<file path="src/rtl/alien_fleet_controller_if.sv">
// Signal bundle between the alien fleet controller and the game logic around it:
// motion tick, wave start, laser position in, fleet state out.
interface alien_fleet_controller_if #(
   parameter int NA = 36
);
   logic          enable;
   logic          start;
   logic          laserActive;
   logic [9:0]    xLaser;
   logic [9:0]    yLaser;
   logic          killingAlien;
   logic [9:0]    xAlien;
   logic [9:0]    yAlien;
   logic [NA-1:0] alive;
   logic          canLeft;
   logic          canRight;
   logic          win;
   logic          lose;

   modport master (
      output enable, start, laserActive, xLaser, yLaser,
      input  killingAlien, xAlien, yAlien, alive, canLeft, canRight, win, lose
   );

   modport slave (
      input  enable, start, laserActive, xLaser, yLaser,
      output killingAlien, xAlien, yAlien, alive, canLeft, canRight, win, lose
   );
endinterface

</file>
<file path="src/rtl/alien_fleet_controller.sv">
// Alien formation sequencer: zig-zag march/descend on the motion tick, laser hit
// resolution against the alive mask, and win/lose detection.
module alien_fleet_controller #(
   parameter int COLS      = 6,
   parameter int ROWS      = 6,
   parameter int SPACING_X = 64,
   parameter int SPACING_Y = 32,
   parameter int ALIEN_W   = 32,
   parameter int ALIEN_H   = 16,
   parameter int X_START   = 64,
   parameter int Y_START   = 32,
   parameter int STEP_X    = 8,
   parameter int STEP_Y    = 16,
   parameter int SCREEN_W  = 640,
   parameter int Y_LIMIT   = 400
) (
   input logic                     clk,
   input logic                     reset,
   alien_fleet_controller_if.slave bus
);

   localparam int NA  = COLS * ROWS;
   localparam int SXS = $clog2(SPACING_X);
   localparam int SYS = $clog2(SPACING_Y);

   typedef enum logic [1:0] {IDLE, MOVE, DESCEND, OVER} state_t;
   typedef enum logic {RIGHT, LEFT} dir_t;

   state_t        state_q, state_d;
   dir_t          dir_q, dir_d;
   logic [NA-1:0] alive_q, alive_d;
   logic [9:0]    x_q, x_d, y_q, y_d;
   logic          kill_q, kill_d;
   logic          win_q, win_d;
   logic          lose_q, lose_d;
   logic          lock_q, lock_d;

   logic [COLS-1:0] colAny;
   logic [ROWS-1:0] rowAny;
   logic [10:0]     leftCol, rightCol, botRow;
   logic            anyAlive;
   logic [10:0]     lEdge, rEdge, bEdge;
   logic            canL, canR, atLimit;

   always_comb begin
      colAny   = '0;
      rowAny   = '0;
      leftCol  = '0;
      rightCol = '0;
      botRow   = '0;
      for (int r = 0; r < ROWS; r++) begin
         for (int c = 0; c < COLS; c++) begin
            if (alive_q[r*COLS+c]) begin
               colAny[c] = 1'b1;
               rowAny[r] = 1'b1;
            end
         end
      end
      for (int c = COLS - 1; c >= 0; c--) begin
         if (colAny[c]) leftCol = 11'(c);
      end
      for (int c = 0; c < COLS; c++) begin
         if (colAny[c]) rightCol = 11'(c);
      end
      for (int r = 0; r < ROWS; r++) begin
         if (rowAny[r]) botRow = 11'(r);
      end
   end

   // Edge arithmetic is 11 bits wide so the sums can never wrap.
   assign anyAlive = |alive_q;
   assign lEdge    = {1'b0, x_q} + (leftCol << SXS);
   assign rEdge    = {1'b0, x_q} + (rightCol << SXS) + 11'(ALIEN_W + STEP_X);
   assign bEdge    = {1'b0, y_q} + (botRow << SYS) + 11'(ALIEN_H);
   assign canL     = anyAlive && (lEdge >= 11'(STEP_X));
   assign canR     = anyAlive && (rEdge <= 11'(SCREEN_W));
   assign atLimit  = anyAlive && (bEdge >= 11'(Y_LIMIT));

   logic signed [10:0] dx, dy;
   logic [10:0]        hCol, hRow, dxMod, dyMod;
   logic [NA-1:0]      hitMask;
   logic               inPlay, hit;

   assign dx     = $signed({1'b0, bus.xLaser}) - $signed({1'b0, x_q});
   assign dy     = $signed({1'b0, bus.yLaser}) - $signed({1'b0, y_q});
   assign hCol   = $unsigned(dx) >> SXS;
   assign hRow   = $unsigned(dy) >> SYS;
   assign dxMod  = $unsigned(dx) & 11'(SPACING_X - 1);
   assign dyMod  = $unsigned(dy) & 11'(SPACING_Y - 1);
   assign inPlay = (state_q == MOVE) || (state_q == DESCEND);

   // Only an in-range cell can be selected, so the alive lookup never indexes past the mask.
   always_comb begin
      hitMask = '0;
      for (int r = 0; r < ROWS; r++) begin
         for (int c = 0; c < COLS; c++) begin
            if (hRow == 11'(r) && hCol == 11'(c)) hitMask[r*COLS+c] = 1'b1;
         end
      end
   end

   assign hit = inPlay && bus.laserActive && !lock_q && !dx[10] && !dy[10] &&
                (dxMod < 11'(ALIEN_W)) && (dyMod < 11'(ALIEN_H)) && |(alive_q & hitMask);

   always_comb begin
      state_d = state_q;
      dir_d   = dir_q;
      alive_d = alive_q;
      x_d     = x_q;
      y_d     = y_q;
      kill_d  = 1'b0;
      win_d   = win_q;
      lose_d  = lose_q;
      lock_d  = bus.laserActive ? lock_q : 1'b0;
      case (state_q)
         IDLE, OVER: begin
            if (bus.start) begin
               state_d = MOVE;
               dir_d   = RIGHT;
               alive_d = '1;
               x_d     = 10'(X_START);
               y_d     = 10'(Y_START);
               win_d   = 1'b0;
               lose_d  = 1'b0;
               lock_d  = 1'b0;
            end
         end
         default: begin
            if (hit) begin
               alive_d = alive_q & ~hitMask;
               kill_d  = 1'b1;
               lock_d  = 1'b1;
            end
            // Win outranks lose and motion; either ending freezes the fleet where it stands.
            if (alive_d == '0) begin
               state_d = OVER;
               win_d   = 1'b1;
            end else if (atLimit) begin
               state_d = OVER;
               lose_d  = 1'b1;
            end else if (bus.enable) begin
               if (state_q == DESCEND) begin
                  y_d     = y_q + 10'(STEP_Y);
                  dir_d   = (dir_q == RIGHT) ? LEFT : RIGHT;
                  state_d = MOVE;
               end else if (dir_q == RIGHT && canR) begin
                  x_d = x_q + 10'(STEP_X);
               end else if (dir_q == LEFT && canL) begin
                  x_d = x_q - 10'(STEP_X);
               end else begin
                  state_d = DESCEND;
               end
            end
         end
      endcase
   end

   always_ff @(posedge clk or negedge reset) begin
      if (!reset) begin
         state_q <= IDLE;
         dir_q   <= RIGHT;
         alive_q <= '0;
         x_q     <= 10'(X_START);
         y_q     <= 10'(Y_START);
         kill_q  <= 1'b0;
         win_q   <= 1'b0;
         lose_q  <= 1'b0;
         lock_q  <= 1'b0;
      end else begin
         state_q <= state_d;
         dir_q   <= dir_d;
         alive_q <= alive_d;
         x_q     <= x_d;
         y_q     <= y_d;
         kill_q  <= kill_d;
         win_q   <= win_d;
         lose_q  <= lose_d;
         lock_q  <= lock_d;
      end
   end

   assign bus.killingAlien = kill_q;
   assign bus.xAlien       = x_q;
   assign bus.yAlien       = y_q;
   assign bus.alive        = alive_q;
   assign bus.canLeft      = canL;
   assign bus.canRight     = canR;
   assign bus.win          = win_q;
   assign bus.lose         = lose_q;

endmodule

</file>
<file path="src/flat_wrapper.sv">
// flat-port wrapper written by rule: the top's interface ports become plain ports
module alien_fleet_controller_flat 
#(
   parameter int COLS      = 6,
   parameter int ROWS      = 6,
   parameter int SPACING_X = 64,
   parameter int SPACING_Y = 32,
   parameter int ALIEN_W   = 32,
   parameter int ALIEN_H   = 16,
   parameter int X_START   = 64,
   parameter int Y_START   = 32,
   parameter int STEP_X    = 8,
   parameter int STEP_Y    = 16,
   parameter int SCREEN_W  = 640,
   parameter int Y_LIMIT   = 400
)
  (clk, reset, bus_enable, bus_start, bus_laserActive, bus_xLaser, bus_yLaser, bus_killingAlien, bus_xAlien, bus_yAlien, bus_alive, bus_canLeft, bus_canRight, bus_win, bus_lose);
  alien_fleet_controller_if bus_i ();
  input logic clk;
  input logic reset;
  input wire logic [$bits(bus_i.enable)-1:0] bus_enable;
  input wire logic [$bits(bus_i.start)-1:0] bus_start;
  input wire logic [$bits(bus_i.laserActive)-1:0] bus_laserActive;
  input wire logic [$bits(bus_i.xLaser)-1:0] bus_xLaser;
  input wire logic [$bits(bus_i.yLaser)-1:0] bus_yLaser;
  output wire logic [$bits(bus_i.killingAlien)-1:0] bus_killingAlien;
  output wire logic [$bits(bus_i.xAlien)-1:0] bus_xAlien;
  output wire logic [$bits(bus_i.yAlien)-1:0] bus_yAlien;
  output wire logic [$bits(bus_i.alive)-1:0] bus_alive;
  output wire logic [$bits(bus_i.canLeft)-1:0] bus_canLeft;
  output wire logic [$bits(bus_i.canRight)-1:0] bus_canRight;
  output wire logic [$bits(bus_i.win)-1:0] bus_win;
  output wire logic [$bits(bus_i.lose)-1:0] bus_lose;
  assign bus_i.enable = bus_enable;
  assign bus_i.start = bus_start;
  assign bus_i.laserActive = bus_laserActive;
  assign bus_i.xLaser = bus_xLaser;
  assign bus_i.yLaser = bus_yLaser;
  assign bus_killingAlien = bus_i.killingAlien;
  assign bus_xAlien = bus_i.xAlien;
  assign bus_yAlien = bus_i.yAlien;
  assign bus_alive = bus_i.alive;
  assign bus_canLeft = bus_i.canLeft;
  assign bus_canRight = bus_i.canRight;
  assign bus_win = bus_i.win;
  assign bus_lose = bus_i.lose;
  alien_fleet_controller #(.COLS(COLS), .ROWS(ROWS), .SPACING_X(SPACING_X), .SPACING_Y(SPACING_Y), .ALIEN_W(ALIEN_W), .ALIEN_H(ALIEN_H), .X_START(X_START), .Y_START(Y_START), .STEP_X(STEP_X), .STEP_Y(STEP_Y), .SCREEN_W(SCREEN_W), .Y_LIMIT(Y_LIMIT)) u_core (.clk(clk), .reset(reset), .bus(bus_i));
endmodule
</file>
<file path="config.mk">
export PLATFORM = sky130hd
export DESIGN_NAME = alien_fleet_controller_flat
export DESIGN_NICKNAME = d
export VERILOG_FILES = /design/src/rtl/alien_fleet_controller_if.sv /design/src/rtl/alien_fleet_controller.sv /design/src/flat_wrapper.sv
export SDC_FILE = /design/constraint.sdc
export NUM_CORES = 1
export LEC_CHECK = 0
export BUFFER_PORTS_ARGS = -buffer_cell sky130_fd_sc_hd__clkbuf_2
export CAP_MARGIN = 20
export CORE_AREA = 8 8 106 108
export CTS_CLUSTER_SIZE = 16
export DETAILED_ROUTE_END_ITERATION = 10
export DIE_AREA = 0 0 114 116
export PLACE_DENSITY = 0.82
export SLEW_MARGIN = 20
export SYNTH_ARGS = -nofsm -noshare
export SYNTH_HDL_FRONTEND = slang
export SYNTH_SLANG_ARGS = --single-unit
</file>
<file path="constraint.sdc">
create_clock -name clk -period 6.4 [get_ports clk]
set_input_delay 1.28 -clock clk [delete_from_list [all_inputs] [get_ports clk]]
set_output_delay 1.28 -clock clk [all_outputs]
set_load 0.05 [all_outputs]
</file>
### Word level (Yosys, flattened, before mapping)

Index checks and enable logic that the tools add are counted.

| word-level totals | value |
|---|---|
| bits in registers | 63 |
| input port bits | 25 |
| logic and storage cells | 279 |

| cells by class | value |
|---|---|
| $add $sub $neg | 10 |
| $lt $le $gt $ge | 5 |
| eq/ne operators | 19 |
| mux-type cells | 162 |
| bitwise logic cells | 4 |
| reduce and logical (&&, ||, !) cells | 70 |

Operator list:

| cell | count |
|---|---|
| 36-bit 2-to-1 mux | 4 |
| 10-bit 2-to-1 mux | 14 |
| 1-bit 2-to-1 mux | 122 |
| 36-bit bitwise AND | 2 |
| 36-bit OR reduction | 2 |
| 1-bit logical AND | 48 |
| 36-bit logical NOT | 1 |
| 36-bit inverter | 1 |
| 3-bit 2-to-1 mux | 10 |
| 2-bit 2-to-1 mux | 12 |
| 10-bit by 9-bit adder with 11-bit output | 2 |
| 11-bit logical NOT | 2 |
| 10-bit by 10-bit subtractor with 11-bit output | 2 |
| 6-bit by 2-bit equality test with 1-bit output, second input constant | 2 |
| 6-bit by 3-bit equality test with 1-bit output, second input constant | 2 |
| 10-bit by 8-bit adder with 11-bit output | 1 |
| 11-bit by 5-bit adder with 11-bit output, second input constant | 1 |
| 11-bit by 6-bit adder with 11-bit output, second input constant | 1 |
| 11-bit by 4-bit >= comparator with 1-bit output, second input constant | 1 |
| 11-bit by 9-bit >= comparator with 1-bit output, second input constant | 1 |
| 11-bit by 10-bit <= comparator with 1-bit output, second input constant | 1 |
| 10-bit by 4-bit adder with 10-bit output, second input constant | 1 |
| 10-bit by 5-bit adder with 10-bit output, second input constant | 1 |
| 5-bit by 2-bit equality test with 1-bit output, second input constant | 2 |
| 23 further kinds | 34 |

### Longest topological paths before layout

Gate-level depths: netlist of run 1.

| depth | value |
|---|---|
| depth after elaboration | 23 |
| depth in mapped cells | 25 |
| mapped depth without buffers | 25 |

### Least setup slack after synthesis of run 1

Ideal clock, no wire load.

| timing path | value |
|---|---|
| path kind | flip-flop to output port |
| start | register u_core.alive_q[15], in the netlist u_core.bus.alive[15] |
| end | output bus_canLeft |
| arrival time | 3.712 ns |
| required time | 5.120 ns |
| slack | 1.408 ns |
| stages on the path, launching flop included | 10 |
| buffers on the path | 0 |
| cells stage by stage | dfrtp_1 or4_1 nor3_1 o21ai_0 nand2_1 a21oi_1 ha_1 fa_1 a2111oi_0 a21boi_0 |

| on the way | value |
|---|---|
| longest elaborated chain between the ends | 11 |
| elaborated cells between the ends (all ways) | 12 |

RTL lines:

| what | RTL line | text |
|---|---|---|
| start: declaration | alien_fleet_controller.sv:31 | `logic [NA-1:0] alive_q, alive_d;` |
| start signal: assignment | alien_fleet_controller.sv:172 | `alive_q <= alive_d;` |
| 1-bit 2-to-1 mux (4 in a row) | alien_fleet_controller.sv:53 | `if (alive_q[r*COLS+c]) begin` |
| 3-bit 2-to-1 mux (4 in a row) | alien_fleet_controller.sv:60 | `if (colAny[c]) leftCol = 11'(c);` |
| 10-bit by 9-bit adder with 11-bit output | alien_fleet_controller.sv:72 | `assign lEdge = {1'b0, x_q} + (leftCol << SXS);` |
| 11-bit by 4-bit >= comparator with 1-bit output | alien_fleet_controller.sv:75 | `assign canL = anyAlive && (lEdge >= 11'(STEP_X));` |
| 1-bit logical AND * | alien_fleet_controller.sv:75 |  |
| end: declaration | flat_wrapper.sv:30 | `output wire logic [$bits(bus_i.canLeft)-1:0] bus_canLeft;` |

Mark *: on every way between the ends. The rest lies on a longest branch, timed or not.

### Worst setup path in the final report of run 1

| timing path | value |
|---|---|
| start | register u_core.alive_q[8], in the netlist u_core.bus.alive[8] |
| end | register u_core.x_q[9], in the netlist u_core.bus.xAlien[9] |

| on the way | value |
|---|---|
| longest elaborated chain between the ends | 20 |
| elaborated cells between the ends (all ways) | 52 |

RTL lines:

| what | RTL line | text |
|---|---|---|
| 1-bit 2-to-1 mux (5 in a row) | alien_fleet_controller.sv:53 |  |
| 2-bit 2-to-1 mux (2 in a row) | alien_fleet_controller.sv:63 | `if (colAny[c]) rightCol = 11'(c);` |
| 3-bit 2-to-1 mux (2 in a row) | alien_fleet_controller.sv:63 |  |
| 10-bit by 9-bit adder with 11-bit output | alien_fleet_controller.sv:73 | `assign rEdge = {1'b0, x_q} + (rightCol << SXS) + 11'(ALIEN_W + STEP_X);` |
| 11-bit by 6-bit adder with 11-bit output | alien_fleet_controller.sv:73 |  |
| 11-bit by 10-bit <= comparator with 1-bit output | alien_fleet_controller.sv:76 | `assign canR = anyAlive && (rEdge <= 11'(SCREEN_W));` |
| 1-bit logical AND | alien_fleet_controller.sv:76 |  |
| 1-bit logical AND | alien_fleet_controller.sv:146 | `end else if (dir_q == RIGHT && canR) begin` |
| 10-bit 2-to-1 mux | alien_fleet_controller.sv:146 |  |
| 10-bit 2-to-1 mux | alien_fleet_controller.sv:142 | `if (state_q == DESCEND) begin` |
| 10-bit 2-to-1 mux | alien_fleet_controller.sv:141 | `end else if (bus.enable) begin` |
| 10-bit 2-to-1 mux | alien_fleet_controller.sv:138 | `end else if (atLimit) begin` |
| 10-bit 2-to-1 mux | alien_fleet_controller.sv:135 | `if (alive_d == '0) begin` |
| 10-bit 2-to-1 mux | alien_fleet_controller.sv:115 | `case (state_q)` |
| end signal: assignment | alien_fleet_controller.sv:163 | `x_q <= 10'(X_START);` |
| end: declaration | alien_fleet_controller.sv:32 | `logic [9:0] x_q, x_d, y_q, y_d;` |

Parallel ways exist; a longest one is shown, timed or not. The select of a mux whose other input is x is not followed.
A chain may end at the register's enable or synchronous reset.

==> results of run 1 <==
## area by class of cell
class	instances	area, µm²	area share [%]
Clock buffer	6	72.57	1.276
Clock inverter	2	16.27	0.2860
Inverter	34	127.6	2.244
Multi-Input combinational cell	509	3485	61.28
Sequential cell	56	1404	24.69
Tap cell	133	166.4	2.926
Timing Repair Buffer	79	415.4	7.305
## registers in the layout (all words and copies together), names as in the netlist
register                 flops
u_core.bus.yAlien            6
u_core.bus.killingAlien      1
u_core.dir_q                 1
u_core.bus.xAlien            7
u_core.bus.win               1
u_core.bus.lose              1
u_core.bus.alive            36
u_core.state_q               2
u_core.lock_q                1
## cells by family after synthesis
kind of cell | Yosys count | synth area share (%)
AOI/OAI and AO/OA | 211 | 29.93
xor gates and xnor gates | 17 | 2.900
adders and majority gates | 37 | 9.457
buffers and inverters | 57 | 5.264
DFF | 56 | 27.35
muxes | 10 | 2.023
other | 1 | 0.07305
and+or+nand+nor | 227 | 23.01
## metal layers
layer  track usage (%)  vias up  wire [µm]
met3             4.586       47       1211
met5                 0        -          0
li1                  -     2465          -
met2             47.16      272       8672
met4             14.20        0        783
met1             36.29     2564       8063
## worst register-to-register path: stages (launching register included)
cell      delay [ns]
dfrtp_1         0.48
nor3_1          0.39
nor4b_1         0.56
o21ai_0         0.17
nand2_1         0.10
nand2_1         0.05
nand2_1         0.12
ha_1            0.27
nor4b_1         0.32
a21oi_1         0.06
or3_1           0.32
a31oi_1         0.14
o211ai_1        0.15
nor2_1          0.40
inv_1           0.21
ha_1            0.37
a21oi_1         0.17
o21bai_1        0.11
a21o_1          0.19
a21oi_1         0.17
xnor2_1         0.09
nor2_1          0.16
nor2_1          0.07
o31ai_1         0.19
o21ai_0         0.11
## synth_stat cells, types with 6 or more instances
master | n | share of area (%)
inv_1 | 33 | 2.4
nand3_1 | 20 | 1.9
or3_1 | 15 | 1.8
or4_1 | 10 | 1.5
nand4_1 | 7 | 0.85
a21oi_1 | 48 | 4.7
a21o_1 | 14 | 2.0
xnor2_1 | 11 | 1.9
nor2_1 | 65 | 4.8
mux2i_1 | 7 | 1.4
ha_1 | 34 | 8.3
nand2_1 | 47 | 3.4
o21ai_0 | 36 | 3.5
dfrtp_1 | 54 | 26
o31ai_1 | 8 | 1.2
o211ai_1 | 10 | 1.5
xor2_1 | 6 | 1.0
a31oi_1 | 9 | 1.1
buf_2 | 6 | 0.58
nor4_1 | 6 | 0.73
nor3_1 | 21 | 2.0
clkbuf_1 | 7 | 0.51
buf_4 | 7 | 1.0
## through the flow
| stage | total power [mW] | setup slack [ns] | area, µm² | std cells |
|---|---|---|---|---|
| 2_1_floorplan | 1.689 | 1.408 | 5156 | 622 |
| 3_5_place_dp | 2.070 | 0.8021 | 5598 | 811 |
| 6_report | 2.316 | 0.9284 | 5687 | 819 |
| 5_1_grt | 2.482 | 0.4321 | 5687 | 819 |
| 3_3_place_gp | 2.006 | 0.8557 | 5598 | 811 |
| 4_1_cts | 2.285 | 0.9698 | 5687 | 819 |
## power breakdown
| group | switching, mW | total (mW) | internal [mW] |
|---|---|---|---|
| Sequential | 0.0659 | 0.463 | 0.398 |
| Combinational | 1.09 | 1.64 | 0.551 |
| Clock | 0.137 | 0.216 | 0.0793 |
| Total | 1.29 | 2.32 | 1.03 |
## worst paths after layout
check | end | cells past startpoint | start
setup / recovery | u_core.bus.xAlien[9] | 24 | u_core.bus.alive[8]
max in group asynchronous | u_core.bus.alive[17] | 2 | reset
setup reg to reg | u_core.bus.xAlien[9] | 24 | u_core.bus.alive[8]
hold / removal | u_core.lock_q | 2 | u_core.lock_q
hold reg to reg | u_core.lock_q | 2 | u_core.lock_q
min in group asynchronous | u_core.bus.alive[11] | 2 | reset
==> impl_metrics.env, run 1 <==
export IMPL_track_usage_pct=28.82
export IMPL_cts_sinks=56
export IMPL_crit_path_cell_trace="nor3_1 -> nor4b_1 -> o21ai_0 -> nand2_1 -> nand2_1 -> nand2_1 -> ha_1 -> nor4b_1 -> a21oi_1 -> or3_1 -> a31oi_1 -> o211ai_1 -> nor2_1 -> inv_1 -> ha_1 -> a21oi_1 -> o21bai_1 -> a21o_1 -> a21oi_1 -> xnor2_1 -> nor2_1 -> nor2_1 -> o31ai_1 -> o21ai_0"
export IMPL_rsz0062_at_grt="false"
export IMPL_layout_commonest_cell="clkbuf_2"
export IMPL_drt_first_iter_violations=584
export IMPL_tritoncts="done"
export IMPL_nets=747
export IMPL_cts_buffers=5
export IMPL_vias=5348
export IMPL_report_final_slew_viol_count=0
export IMPL_coreArea_um2=9549
export IMPL_critical_path_slowest_cell="nor4b_1"
export IMPL_cts_buffer_depth=2
export IMPL_ys_seq_area_share_pct=27.35
export IMPL_synth_main_ff_cell="dfrtp_1"
export IMPL_clock_latency_ns=0.33
export IMPL_async_flop_share_pct=100.0
export IMPL_die_w_um=114
export IMPL_peakVddDrop_v=0.0003063
export IMPL_cts_setup_buffers=0
export IMPL_grt_pass1_wl_mm=29.37
export IMPL_yosys_warnings=0
export IMPL_rows=36
export IMPL_die_height_um=116
export IMPL_worst_pin_slew_ns=0.7948
export IMPL_holdWs_ns=0.5288
export IMPL_cts_resized=0
export IMPL_worst_path_max_fanout=6
export IMPL_min_path_type="reg2reg"
export IMPL_synth_seq_cells=56
export IMPL_required_ns=6.61
export IMPL_clock_skew_ns=0.01333
export IMPL_final_core_util_pct=59.55
export IMPL_yosysUniqueCellTypes=84
export IMPL_clock_fmax_mhz=182.8
export IMPL_ctsRootBufferMaster="clkbuf_8"
export IMPL_dieArea_um2=13220
export IMPL_io_buffers=71
export IMPL_fin_crit_sh_pct=85.49
export IMPL_gp_congestion=1.030
export IMPL_dp_hpwl_mm=14.95
export IMPL_grt_overflow=0
export IMPL_synth_area_per_cell_um2=8.334
export IMPL_grt_pass1_vias=5304
export IMPL_start_util_pct=53.76
export IMPL_maxCapViolations=0
export IMPL_layout_common_cells="clkbuf_2 (71), nor2_1 (64), dfrtp_1 (54)"
export IMPL_drt_vias_per_instance=6.530
export IMPL_ios=86
export IMPL_ant_nets=0
export IMPL_drc=0
export IMPL_slew_headroom_pct=46.45
export IMPL_cp_arrival_ns=5.68
export IMPL_setup_violations=0
export IMPL_wire_per_inst_um=22.87
export IMPL_min_period_ns=5.472
export IMPL_setup_tns_ns=0
export IMPL_htreeDepth=2
export IMPL_cpPeakStageDelay_ns=0.56
export IMPL_critPathKind="reg2reg"
export IMPL_netlist_area_um2=5134
export IMPL_synth_edf_count=0
export IMPL_end_kind="flop"
export IMPL_fillers=863
export IMPL_drive_gt1_share_pct=17.49
export IMPL_ctsHoldBuffers=0
export IMPL_syn_to_final_growth_pct=10.77
export IMPL_rrSetupSlack_ns=0.93
export IMPL_first_pass_iters=5
export IMPL_wirelength_mm=18.73
export IMPL_power_density_nw_per_um2=407.2
export IMPL_antenna_found_initial=0
export IMPL_start_kind="flop"
export IMPL_grt_max_degree=57
export IMPL_status="finished, final reports clean"
export IMPL_critPathBufInv=1
export IMPL_path_delay_family="simple AND/OR/NAND/NOR gates"
export IMPL_antenna_cells=0
export IMPL_leakagePower_nw=2.326
export IMPL_syn_inst=616
export IMPL_finalHoldViolCount=0
export IMPL_path_clk_slew_ns=0.11
No activity file was read; power rests on OpenSTA's default activity.
==> run 2, diff against run 1 <==
--- a/config.mk
+++ b/config.mk
@@ -8,11 +8,11 @@
 export BUFFER_PORTS_ARGS = -buffer_cell sky130_fd_sc_hd__clkbuf_2
 export CAP_MARGIN = 20
 export CORE_AREA = 8 8 106 108
-export CTS_CLUSTER_SIZE = 16
+export CTS_CLUSTER_SIZE = 24
 export DETAILED_ROUTE_END_ITERATION = 10
 export DIE_AREA = 0 0 114 116
 export PLACE_DENSITY = 0.82
-export SLEW_MARGIN = 20
+export REMOVE_ABC_BUFFERS = 1
 export SYNTH_ARGS = -nofsm -noshare
 export SYNTH_HDL_FRONTEND = slang
 export SYNTH_SLANG_ARGS = --single-unit
==> run 2 against run 1 <==
- first-iteration DRC count rose by 7.4%
- combinational power about the same
- largest cell class unchanged
- final area rose by 0.18%
- critical path depth unchanged
- worst hold slack better by 0.013 ns
- sequential share of layout area about the same
- critical path type unchanged
- die area is the same
- via count grew 1.3%
==> impl_metrics.env, run 2 (synthesis gave the netlist of run 1 again) <==
export IMPL_drt_vias_per_instance=6.590
export IMPL_holdWs_ns=0.5423
export IMPL_rsz0062_at_grt="false"
export IMPL_grt_overflow=0
export IMPL_min_period_ns=5.561
export IMPL_setup_violations=0
export IMPL_vias=5417
export IMPL_start_util_pct=53.76
export IMPL_fillers=864
export IMPL_multi_input_area_um2=3485
export IMPL_leakagePower_nw=2.337
export IMPL_finalWorstSetupSlack_ns=0.8393
export IMPL_wire_per_inst_um=23.23
export IMPL_end_kind="flop"
export IMPL_status="finished, final reports clean"
export IMPL_dp_hpwl_mm=15.13
export IMPL_drt_first_iter_violations=627
export IMPL_cts_sinks=56
export IMPL_cts_setup_buffers=0
export IMPL_die_height_um=116
export IMPL_fin_crit_sh_pct=86.89
export IMPL_path_clk_slew_ns=0.10
export IMPL_gp_congestion=1.039
export IMPL_hold_end="u_core.bus.lose"
export IMPL_rrSetupSlack_ns=0.84
export IMPL_worst_pin_slew_ns=0.8076
export IMPL_reg2reg_depth=24
export IMPL_dieArea_um2=13220
export IMPL_regArea_um2=1404
export IMPL_grt_pass1_vias=5216
export IMPL_grt_pass1_wl_mm=29.69
export IMPL_rows=36
export IMPL_layout_common_cells="clkbuf_2 (71), nor2_1 (64), dfrtp_1 (54)"
export IMPL_grt_max_degree=57
export IMPL_ctsHoldBuffers=0
export IMPL_layout_commonest_cell="clkbuf_2"
export IMPL_ant_nets=0
export IMPL_reg2reg_from="u_core.bus.alive[8]"
export IMPL_cts_resized=0
export IMPL_power_density_nw_per_um2=403.1
export IMPL_worst_path_max_fanout=6
export IMPL_ios=86
export IMPL_htreeDepth=2
export IMPL_required_ns=6.60
export IMPL_clock_latency_ns=0.32
export IMPL_slew_headroom_pct=45.59
export IMPL_min_path_type="reg2reg"
export IMPL_wirelength_mm=19.10
export IMPL_cts_buffer_depth=2
export IMPL_peakVddDrop_v=0.0002479
export IMPL_cts_buffers=5
export IMPL_io_buffers=71
export IMPL_ctsRootBufferMaster="clkbuf_8"
export IMPL_clock_skew_ns=0.01139
export IMPL_first_pass_iters=5
export IMPL_largest_reg_flops=36
export IMPL_cp_arrival_ns=5.76
export IMPL_coreArea_um2=9549
export IMPL_worstHoldStart="u_core.bus.lose"
export IMPL_drive_gt1_share_pct=17.59
export IMPL_start_kind="flop"
export IMPL_track_usage_pct=29.19
export IMPL_critPathKind="reg2reg"
export IMPL_reg2reg_to="u_core.bus.xAlien[9]"
export IMPL_clock_fmax_mhz=179.8
export IMPL_tritoncts="done"
export IMPL_drc=0
export IMPL_report_final_slew_viol_count=0
export IMPL_pre_cts_ws_ns=0.7320
export IMPL_maxCapViolations=0
export IMPL_setup_tns_ns=0
export IMPL_syn_to_final_growth_pct=10.97
export IMPL_die_w_um=114
export IMPL_whs_path_depth=1
export IMPL_antenna_found_initial=1
export IMPL_nets=749
export IMPL_finalHoldViolCount=0
==> run 2: through the flow <==
step | util (%) | power [mW] | instances | cell area (µm²)
finish | 59.66 | 2.296 | 822 | 5697
global route | 59.66 | 2.463 | 822 | 5697
CTS | 59.63 | 2.276 | 821 | 5694
detailed placement | 58.78 | 2.081 | 813 | 5613
global placement | 58.78 | 2.010 | 813 | 5613
floorplan | - | 1.659 | 599 | 5014
==> run 2: where the power goes <==
group	internal [mW]	total [mW]	switching, mW
Sequential	0.398	0.462	0.0648
Combinational	0.555	1.64	1.09
Clock	0.0772	0.192	0.115
Total	1.03	2.30	1.27
==> run 2: final cells by class <==
cell class                 instances  area share (%)
antenna                            1         0.04393
clock buffer                       7           1.340
clock inverter                     1         0.08785
inverter                          34           2.240
multi-input combinational        509           61.17
sequential                        56           24.64
tap                              133           2.921
timing repair buffer              81           7.555
==> run 2: how the worst max path moves through the flow <==
stage | end | from | slack (ns) | depth (start not counted)
after floorplan | bus_canLeft | u_core.bus.alive[15] | 1.41 | 9
after global placement | u_core.bus.xAlien[5] | bus_yLaser[4] | 0.78 | 14
after detailed placement | u_core.bus.xAlien[5] | bus_yLaser[4] | 0.73 | 14
after CTS | u_core.bus.xAlien[9] | u_core.bus.alive[8] | 0.91 | 24
after global routing | u_core.bus.xAlien[9] | u_core.bus.alive[8] | 0.44 | 24
final | u_core.bus.xAlien[9] | u_core.bus.alive[8] | 0.84 | 24
==> run 2: routing by layer <==
layer / part of all wire (%) / vias to the layer above / global-route usage, %
met3: 8.2 / 42 / 5.315
met5: 0 / - / 0
met1: 41 / 2619 / 35.75
li1: - / 2469 / -
met2: 48 / 287 / 50.63
met4: 3.2 / 0 / 9.672
==> run 2: worst max-delay path: stages, from the launching register on <==
cell	delay [ns]
dfrtp_1	0.50
nor3_1	0.33
nor4b_1	0.65
o21ai_0	0.19
nand2_1	0.11
nand2_1	0.05
nand2_1	0.11
ha_1	0.27
nor4b_1	0.31
a21oi_1	0.06
or3_1	0.31
a31oi_1	0.13
o211ai_1	0.16
nor2_1	0.42
inv_1	0.21
ha_1	0.37
a21oi_1	0.18
o21bai_1	0.11
a21o_1	0.19
a21oi_1	0.18
xnor2_1	0.09
nor2_1	0.16
nor2_1	0.06
o31ai_1	0.19
o21ai_0	0.11
